===== src/rtl/mic_level_monitor_pkg.sv =====
// Shared types and the offset-removing rectifier for the mic level monitor.
// Pure combinational helpers; no latency; no backpressure.
package mic_level_monitor_pkg;

    typedef enum logic [1:0] {
        MODE_LATEST = 2'd0,
        MODE_PEAK   = 2'd1,
        MODE_MEAN   = 2'd2,
        MODE_RSVD   = 2'd3
    } disp_mode_t;

    localparam int MAX_CH = 8;
    localparam int MAX_W  = 32;

    // Callers sign-extend their DATA_W operands to MAX_W and keep the low DATA_W+1 bits.
    function automatic logic [MAX_W:0] rectify(input logic signed [MAX_W-1:0] smp,
                                               input logic signed [MAX_W-1:0] off);
        logic signed [MAX_W:0] d;
        d = {smp[MAX_W-1], smp} - {off[MAX_W-1], off};
        return d[MAX_W] ? -d : d;
    endfunction

endpackage


===== src/rtl/mic_level_monitor_chan_stats.sv =====
// Per-channel rectify and LATEST/PEAK/MEAN window statistics with next-state forwarding.
// result/seen_any are combinational from registered state plus the current strobe; no backpressure.
module mic_chan_stats
    import mic_level_monitor_pkg::*;
#(
    parameter int DATA_W   = 18,
    parameter int OUT_W    = 32,
    parameter int AVG_LOG2 = 4
) (
    input  logic              clock,
    input  logic              reset,
    input  logic [DATA_W-1:0] sample,
    input  logic [DATA_W-1:0] calib,
    input  logic              sample_rdy,
    input  logic              tick,
    input  logic [1:0]        mode_q,
    output logic [OUT_W-1:0]  result,
    output logic              seen_any
);

    localparam int R_W = DATA_W + 1;
    localparam int S_W = R_W + AVG_LOG2;
    localparam int N_W = AVG_LOG2 + 1;
    localparam logic [N_W-1:0] N_FULL = N_W'(2 ** AVG_LOG2);

    logic [R_W-1:0] r;
    logic [R_W-1:0] last_q, last_nx;
    logic [R_W-1:0] peak_q, peak_nx;
    logic [S_W-1:0] sum_q, sum_nx;
    logic [N_W-1:0] n_q, n_nx;
    logic           seen_q, seen_nx;

    assign r = R_W'(rectify(MAX_W'($signed(sample)), MAX_W'($signed(calib))));

    always_comb begin
        last_nx = last_q;
        peak_nx = peak_q;
        sum_nx  = sum_q;
        n_nx    = n_q;
        seen_nx = seen_q | sample_rdy;
        if (sample_rdy) begin
            last_nx = r;
            if (r > peak_q) peak_nx = r;
            if (n_q < N_FULL) begin
                sum_nx = sum_q + S_W'(r);
                n_nx   = n_q + N_W'(1);
            end
        end
    end

    // The published value sees the strobe that lands on the tick cycle.
    always_comb begin
        case (disp_mode_t'(mode_q))
            MODE_PEAK: result = OUT_W'(peak_nx);
            MODE_MEAN: result = OUT_W'(sum_nx >> AVG_LOG2);
            default:   result = OUT_W'(last_nx);
        endcase
    end

    assign seen_any = seen_nx;

    always_ff @(posedge clock) begin
        if (reset) begin
            last_q <= '0;
            peak_q <= '0;
            sum_q  <= '0;
            n_q    <= '0;
            seen_q <= 1'b0;
        end else if (tick) begin
            last_q <= last_nx;
            peak_q <= '0;
            sum_q  <= '0;
            n_q    <= '0;
            seen_q <= 1'b0;
        end else begin
            last_q <= last_nx;
            peak_q <= peak_nx;
            sum_q  <= sum_nx;
            n_q    <= n_nx;
            seen_q <= seen_nx;
        end
    end

endmodule


===== src/rtl/mic_level_monitor.sv =====
// Multi-channel mic level monitor publishing one LATEST/PEAK/MEAN value per channel per window.
// Publish visible one cycle after the tick cycle, disp_sel one cycle later; no backpressure.
module mic_level_monitor
    import mic_level_monitor_pkg::*;
#(
    parameter int N_CH           = 4,
    parameter int DATA_W         = 18,
    parameter int OUT_W          = 32,
    parameter int REFRESH_CYCLES = 10_000_000,
    parameter int AVG_LOG2       = 4,
    localparam int SEL_W         = (N_CH > 1) ? $clog2(N_CH) : 1
) (
    input  logic                   clock,
    input  logic                   reset,
    input  logic [N_CH*DATA_W-1:0] data,
    input  logic [N_CH-1:0]        data_rdy,
    input  logic [N_CH*DATA_W-1:0] calib,
    input  logic [1:0]             mode,
    input  logic [SEL_W-1:0]       sel,
    output logic [N_CH*OUT_W-1:0]  disp_val,
    output logic [OUT_W-1:0]       disp_sel,
    output logic                   disp_valid,
    output logic [N_CH-1:0]        stale
);

    localparam int CNT_W = $clog2(REFRESH_CYCLES);
    localparam logic [CNT_W-1:0] CNT_LAST = CNT_W'(REFRESH_CYCLES - 1);

    logic [CNT_W-1:0] cnt;
    logic             tick;
    logic [1:0]       mode_q;
    logic [OUT_W-1:0] res   [N_CH];
    logic [OUT_W-1:0] val_q [N_CH];
    logic [N_CH-1:0]  seen;
    logic [OUT_W-1:0] sel_val;

    assign tick = (cnt == CNT_LAST);

    for (genvar g = 0; g < N_CH; g++) begin : g_ch
        mic_chan_stats #(
            .DATA_W   (DATA_W),
            .OUT_W    (OUT_W),
            .AVG_LOG2 (AVG_LOG2)
        ) u_stats (
            .clock      (clock),
            .reset      (reset),
            .sample     (data[g*DATA_W +: DATA_W]),
            .calib      (calib[g*DATA_W +: DATA_W]),
            .sample_rdy (data_rdy[g]),
            .tick       (tick),
            .mode_q     (mode_q),
            .result     (res[g]),
            .seen_any   (seen[g])
        );
        assign disp_val[g*OUT_W +: OUT_W] = val_q[g];
    end

    // Out-of-range sel matches no channel and reads as zero.
    always_comb begin
        sel_val = '0;
        for (int k = 0; k < N_CH; k++) begin
            if (SEL_W'(k) == sel) sel_val = val_q[k];
        end
    end

    always_ff @(posedge clock) begin
        if (reset) begin
            cnt        <= '0;
            mode_q     <= MODE_LATEST;
            disp_valid <= 1'b0;
            disp_sel   <= '0;
            stale      <= '0;
            for (int k = 0; k < N_CH; k++) val_q[k] <= '0;
        end else begin
            cnt        <= tick ? '0 : cnt + CNT_W'(1);
            disp_valid <= tick;
            disp_sel   <= sel_val;
            if (tick) begin
                mode_q <= mode;
                for (int k = 0; k < N_CH; k++) begin
                    if (seen[k]) val_q[k] <= res[k];
                    stale[k] <= ~seen[k];
                end
            end
        end
    end

endmodule


===== config.mk =====
export PLATFORM = sky130hd
export DESIGN_NAME = mic_level_monitor
export DESIGN_NICKNAME = d
export VERILOG_FILES = /design/src/rtl/mic_level_monitor_pkg.sv /design/src/rtl/mic_level_monitor_chan_stats.sv /design/src/rtl/mic_level_monitor.sv
export SDC_FILE = /design/constraint.sdc
export NUM_CORES = 1
export LEC_CHECK = 0
export ABC_AREA = 1
export CORE_ASPECT_RATIO = 1.5
export CORE_MARGIN = 2
export CORE_UTILIZATION = 45
export CTS_CLUSTER_DIAMETER = 150
export DETAILED_ROUTE_END_ITERATION = 6
export PLACE_DENSITY = 0.66
export SYNTH_ARGS = -nofsm -noshare
export SYNTH_HDL_FRONTEND = slang
export SYNTH_SLANG_ARGS = --single-unit
export TNS_END_PERCENT = 30

===== constraint.sdc =====
create_clock -name clock -period 14.23 [get_ports clock]
set_input_delay 2.846 -clock clock [delete_from_list [all_inputs] [get_ports clock]]
set_output_delay 2.846 -clock clock [all_outputs]
set_load 0.03 [all_outputs]

* Word-level counts from Yosys, hierarchy flattened
Memory sizes are Yosys's and may differ from the RTL's.
Cells that the tools add are included.
** Cells by class
- $add $sub $neg :: 17
- Magnitude comparators :: 8
- Equality and inequality tests :: 6
- Mux-type cells :: 54
- Bitwise logic cells :: 12
- Reductions and logical operators :: 6
** Operators with widths (count)
- $mux W19 :: 20
- $mux W23 :: 8
- $pmux W19 S2 :: 4
- $mux W32 :: 4
- $add A23 B19 Y23 :: 4
- $gt A19 B19 Y1 :: 4
- $neg A19 Y19 :: 4
- $sub A18 B18 Y19 :: 4
- $add A24 B1 Y24 const B :: 1
- $eq A24 B24 Y1 const B :: 1
- $add A5 B1 Y5 const B :: 4
- $lt A5 B5 Y1 const B :: 4
- $mux W1 :: 18
- $or A1 B1 Y1 :: 8
- $reduce_and A2 Y1 :: 4
- $eq A2 B2 Y1 const A :: 2
- $not A1 Y1 :: 4
- $eq A1 B2 Y1 const A :: 1
- $eq A2 B1 Y1 const B :: 1
- $eq A2 B2 Y1 const B :: 1
- $logic_not A2 Y1 :: 1
- $reduce_or A2 Y1 :: 1
** Word-level totals
- Flip-flop bits (word level) :: 331
- Memory bits (writable) :: 76
- Bits of input ports :: 154
- Output and inout port bits :: 165
- Logic and storage cells :: 133
- Memories kept :: 1
** Memory list
- val_q :: words 4, bits a word 19, rd ports 4, clocked after Yosys merged registers in 0, wr ports 4, RTL line mic_level_monitor.sv:33 : logic [OUT_W-1:0] val_q [N_CH];

* Depth between registers and ports, before layout
- Word-level depth :: 8
- Mapped depth :: 35
- Gate-level depth less buffers :: 35

* By module
A second synthesis with hierarchy kept.
** Second synthesis, totals
- Cell total of the unflattened synthesis :: 5143
- Area total of the unflattened synthesis :: 34194.0 um2
** By module, submodules not included
- mic_chan_stats at g_ch[1].u_stats ... :: instances 2, cells each 1045, area an instance 6471.2 um2
- mic_level_monitor :: instances 1, cells each 904, area an instance 8237.9 um2
- mic_chan_stats at g_ch[3].u_stats :: instances 1, cells each 1094, area an instance 6635.1 um2
- mic_chan_stats at g_ch[0].u_stats :: instances 1, cells each 1055, area an instance 6378.6 um2

* Worst setup path before layout
No wires, ideal clock.
- Kind :: input to register
- From :: in data[0]
- To :: mem val_q[0][0] (netlist name) (data pin)
- Library setup time :: 0.256 ns
- Arrival time :: 6.538 ns
- Required time :: 13.974 ns
- Setup slack :: 7.437 ns
- Stages on the path :: 33
- Buffers on the path :: 1
- Cells stage by stage :: inv_1 -> ha_1 -> inv_1 -> fa_1 -> inv_1 -> ha_1 -> inv_1 -> nor2_1 -> nand3_1 -> nor2_1 -> nand2_2 -> nor2_4 -> nand3_2 -> nor2_4 -> nand3_2 -> nand2_1 -> nand2_1 -> nand2_1 -> inv_1 -> ha_1 -> nand4_1 -> nor2_1 -> nand4_1 -> nand3_1 -> nand2_1 -> inv_1 -> nand2_1 -> inv_1 -> clkbuf_1 -> nand2_1 -> o21ai_0 -> nor2_1 -> o211a_1
** RTL lines
- start, declared :: RTL line mic_level_monitor.sv:15 : input logic [N_CH*DATA_W-1:0] data,
- end, declared :: RTL line mic_level_monitor.sv:33

==> flow_summary.toml <==
[status]
status = "complete, no violations"

[logic_synthesis]
postSynth.asyncResetShare_pct = 0
netlist.area_leader.share_pct = 21.55
syn-cell-area_sq_mm = 0.02954
yosys.area.top_type = "dfxtp_1"
synthesis.instances = 4504
ys_types = 54
synth_most_common_cell = "nand2_1"
synth-edff-count = 76
ys_ff_latch = 394
avgSynthCellArea_sq_um = 6.559
netlist_top_cells_area = "dfxtp_1, nand2_1, ha_1"
ys_top_cells_by_count = "nand2_1, inv_1, nor2_1"
yosys_warnings = 0
synth_seq_area_share_pct = 29.28
synthFlopType = "dfxtp_1"

[global_routing]
gr-usage-all-layers_pct = 27.45
grt_pass1_vias = 27490
antenna_found_initial = 0
grt_max_degree = 79
grt_pass1_wl_um = 146500
overflow = 0

[floorplan]
die_w_um = 213.2
die_h_um = 317.8
initial_utilization_pct = 45.22
ioPinCount = 319
rows = 115
dieArea_sq_mm = 0.06775
core-area_sq_mm = 0.06533

[worst_setup_path]
slowest_delay_ns = 0.57
cp-end-kind = "flip-flop"
path_delay_family = "simple AND/OR/NAND/NOR gates"
cp_data_arrival_time_ns = 8.49
criticalPathCategory = "input port to flip-flop"
start_kind = "input port"
rrSetupSlack_ns = 10.79
crit_required_ns = 14.57
cp_num_buf_inv = 5
cp_max_fo = 30
path_common_cell = "nand2_1"
crit_path_top_delay_cell = "o21ai_0"

[cells_and_area]
fin_cells = 5600
fin_nets = 5094
drive_gt1_share_pct = 4.446
syn_to_final_growth_pct = 14.63
fin_area_sq_mm = 0.03386
diodes = 0

[clocking]
cts_resized = 0
clockBufferDepth = 3
root_buffer = "clkbuf_16"
cts_sinks = 394
holdBufCountCts = 0
htreeDepth = 2
cts_setup_buffers = 0
clock_latency_ns = 0.57
numCtsBuffers = 39
path_clk_slew_ns = 0.06
cts_tree = "built"

[pwr]
power.leakage_nw = 16.03
pwr_density_cell_mw_per_mm2 = 138.6
vdd_drop_max_uv = 96.34

[timing]
worst_pin_slew_ns = 1.169
slew_violations = 0
tns_ns = 0
setup_violations = 0
maxSlewHeadroom_pct = 21.90
rsz0062_at_grt = "no"
fmax_mhz = 122.7
setup_ws_ns = 6.079
fin_crit_sh_pct = 57.28
fin_crit_ns = 8.151
finalClockSkew_ns = 0.01229
hold_violations = 0

[route]
drt_pass1_iterations = 6
first_iter_violations = 2021
drcViolationCount = 0
vias_per_cell = 5.192
wire_per_inst_um = 16.88
ant_nets = 0
vias = 29080
routed_wirelength_um = 94540

[place]
placedInstanceArea_sq_mm = 0.03261
numPortBuffers = 253
place_ws_ns = 5.528
hpwl_um = 73000
place_inst = 5528
gp_congestion = 0.9551

[worst_hold_path]
hold_path_class = "flip-flop to flip-flop"

[run]
cap_violations = 0
[cells in the final DEF (no fill, tap or decap), types with 8 or more instances in the layout]
cell,Yosys,layout
a21oi_2,8,8
nor2_2,17,20
nor3b_1,11,11
nor3_1,41,41
clkinv_1,6,8
o211ai_1,33,33
fa_1,8,8
or2_2,17,17
clkinv_2,0,9
a31oi_1,13,13
o21ai_1,23,23
inv_2,13,14
clkdlybuf4s50_1,0,252
nand3_2,10,10
nand2_2,36,36
clkbuf_1,103,9
dfxtp_1,318,318
edfxtp_1,76,76
buf_4,71,27
o21a_1,21,21
nor2_1,467,463
nand3_1,272,272
ha_1,240,238
nand2_1,1061,1060
a21oi_1,302,302
xor2_1,81,81
clkbuf_16,0,41
nand4_1,50,50
o21bai_1,12,12
o21ai_0,342,342
xnor2_1,40,40
inv_1,703,703
conb_1,1,65
nand3b_1,23,23
[stage by stage]
step | power [mW] | util (%) | hold slack (ns)
2_1_floorplan | 3.055 | - | 0.4176
3_3_place_gp | 3.615 | 49.92 | 0.4318
3_5_place_dp | 3.633 | 49.92 | 0.4402
4_1_cts | 4.693 | 51.83 | 0.4520
5_1_grt | 5.058 | 51.83 | 0.4757
6_report | 4.695 | 51.83 | 0.4512
[where the power goes]
group          switching (mW)  total (mW)  internal [mW]
registers               0.100        1.40           1.30
logic                    1.45        2.24          0.797
clock network           0.473        1.05          0.576
total                    2.02        4.69           2.68
[flip-flops by register name (all words and copies together) (netlist names)]
signal	flops
g_ch.u_stats.sum_q	92
g_ch.u_stats.last_q	76
g_ch.u_stats.peak_q	76
val_q	76
cnt	24
g_ch.u_stats.n_q	20
disp_sel	19
g_ch.u_stats.seen_q	4
stale	4
mode_q	2
disp_valid	1
[final timing paths]
kind              cells after the start      endpoint      from
setup / recovery                     31  val_q[3][12]  data[54]
hold / removal                        1        cnt[0]    cnt[0]
hold reg to reg                       1        cnt[0]    cnt[0]
setup reg to reg                     11     mode_q[0]    cnt[0]
[routing by layer]
metal  vias up  part of all wire, %  track usage (%)
met5         -                    0                0
met4         0                  4.5            11.81
met3       168                  5.4            2.686
met2       936                   49            48.94
met1     13280                   42            33.20
li1      14690                    -                -
[kinds of logic after synthesis]
logic type / after synthesis / synth area share [%]
other cells: 1 / 0.01269
fa+ha+maj: 248 / 10.71
mux: 2 / 0.06777
xor+xnor: 125 / 3.808
buf+inv: 919 / 12.64
compound gates: 785 / 14.37
flops: 394 / 29.28
simple gates: 2030 / 29.12
[cell type report]
cell class,instances,area [sq um]
Multi-Input combinational cell,3255,17420
Sequential cell,394,8648
Clock buffer,55,1129
Timing Repair Buffer,280,2730
Clock inverter,17,121.4
Tap cell,877,1097
Fill cell,6719,31470
Inverter,722,2710
Power figures use the tool's default switching activity.
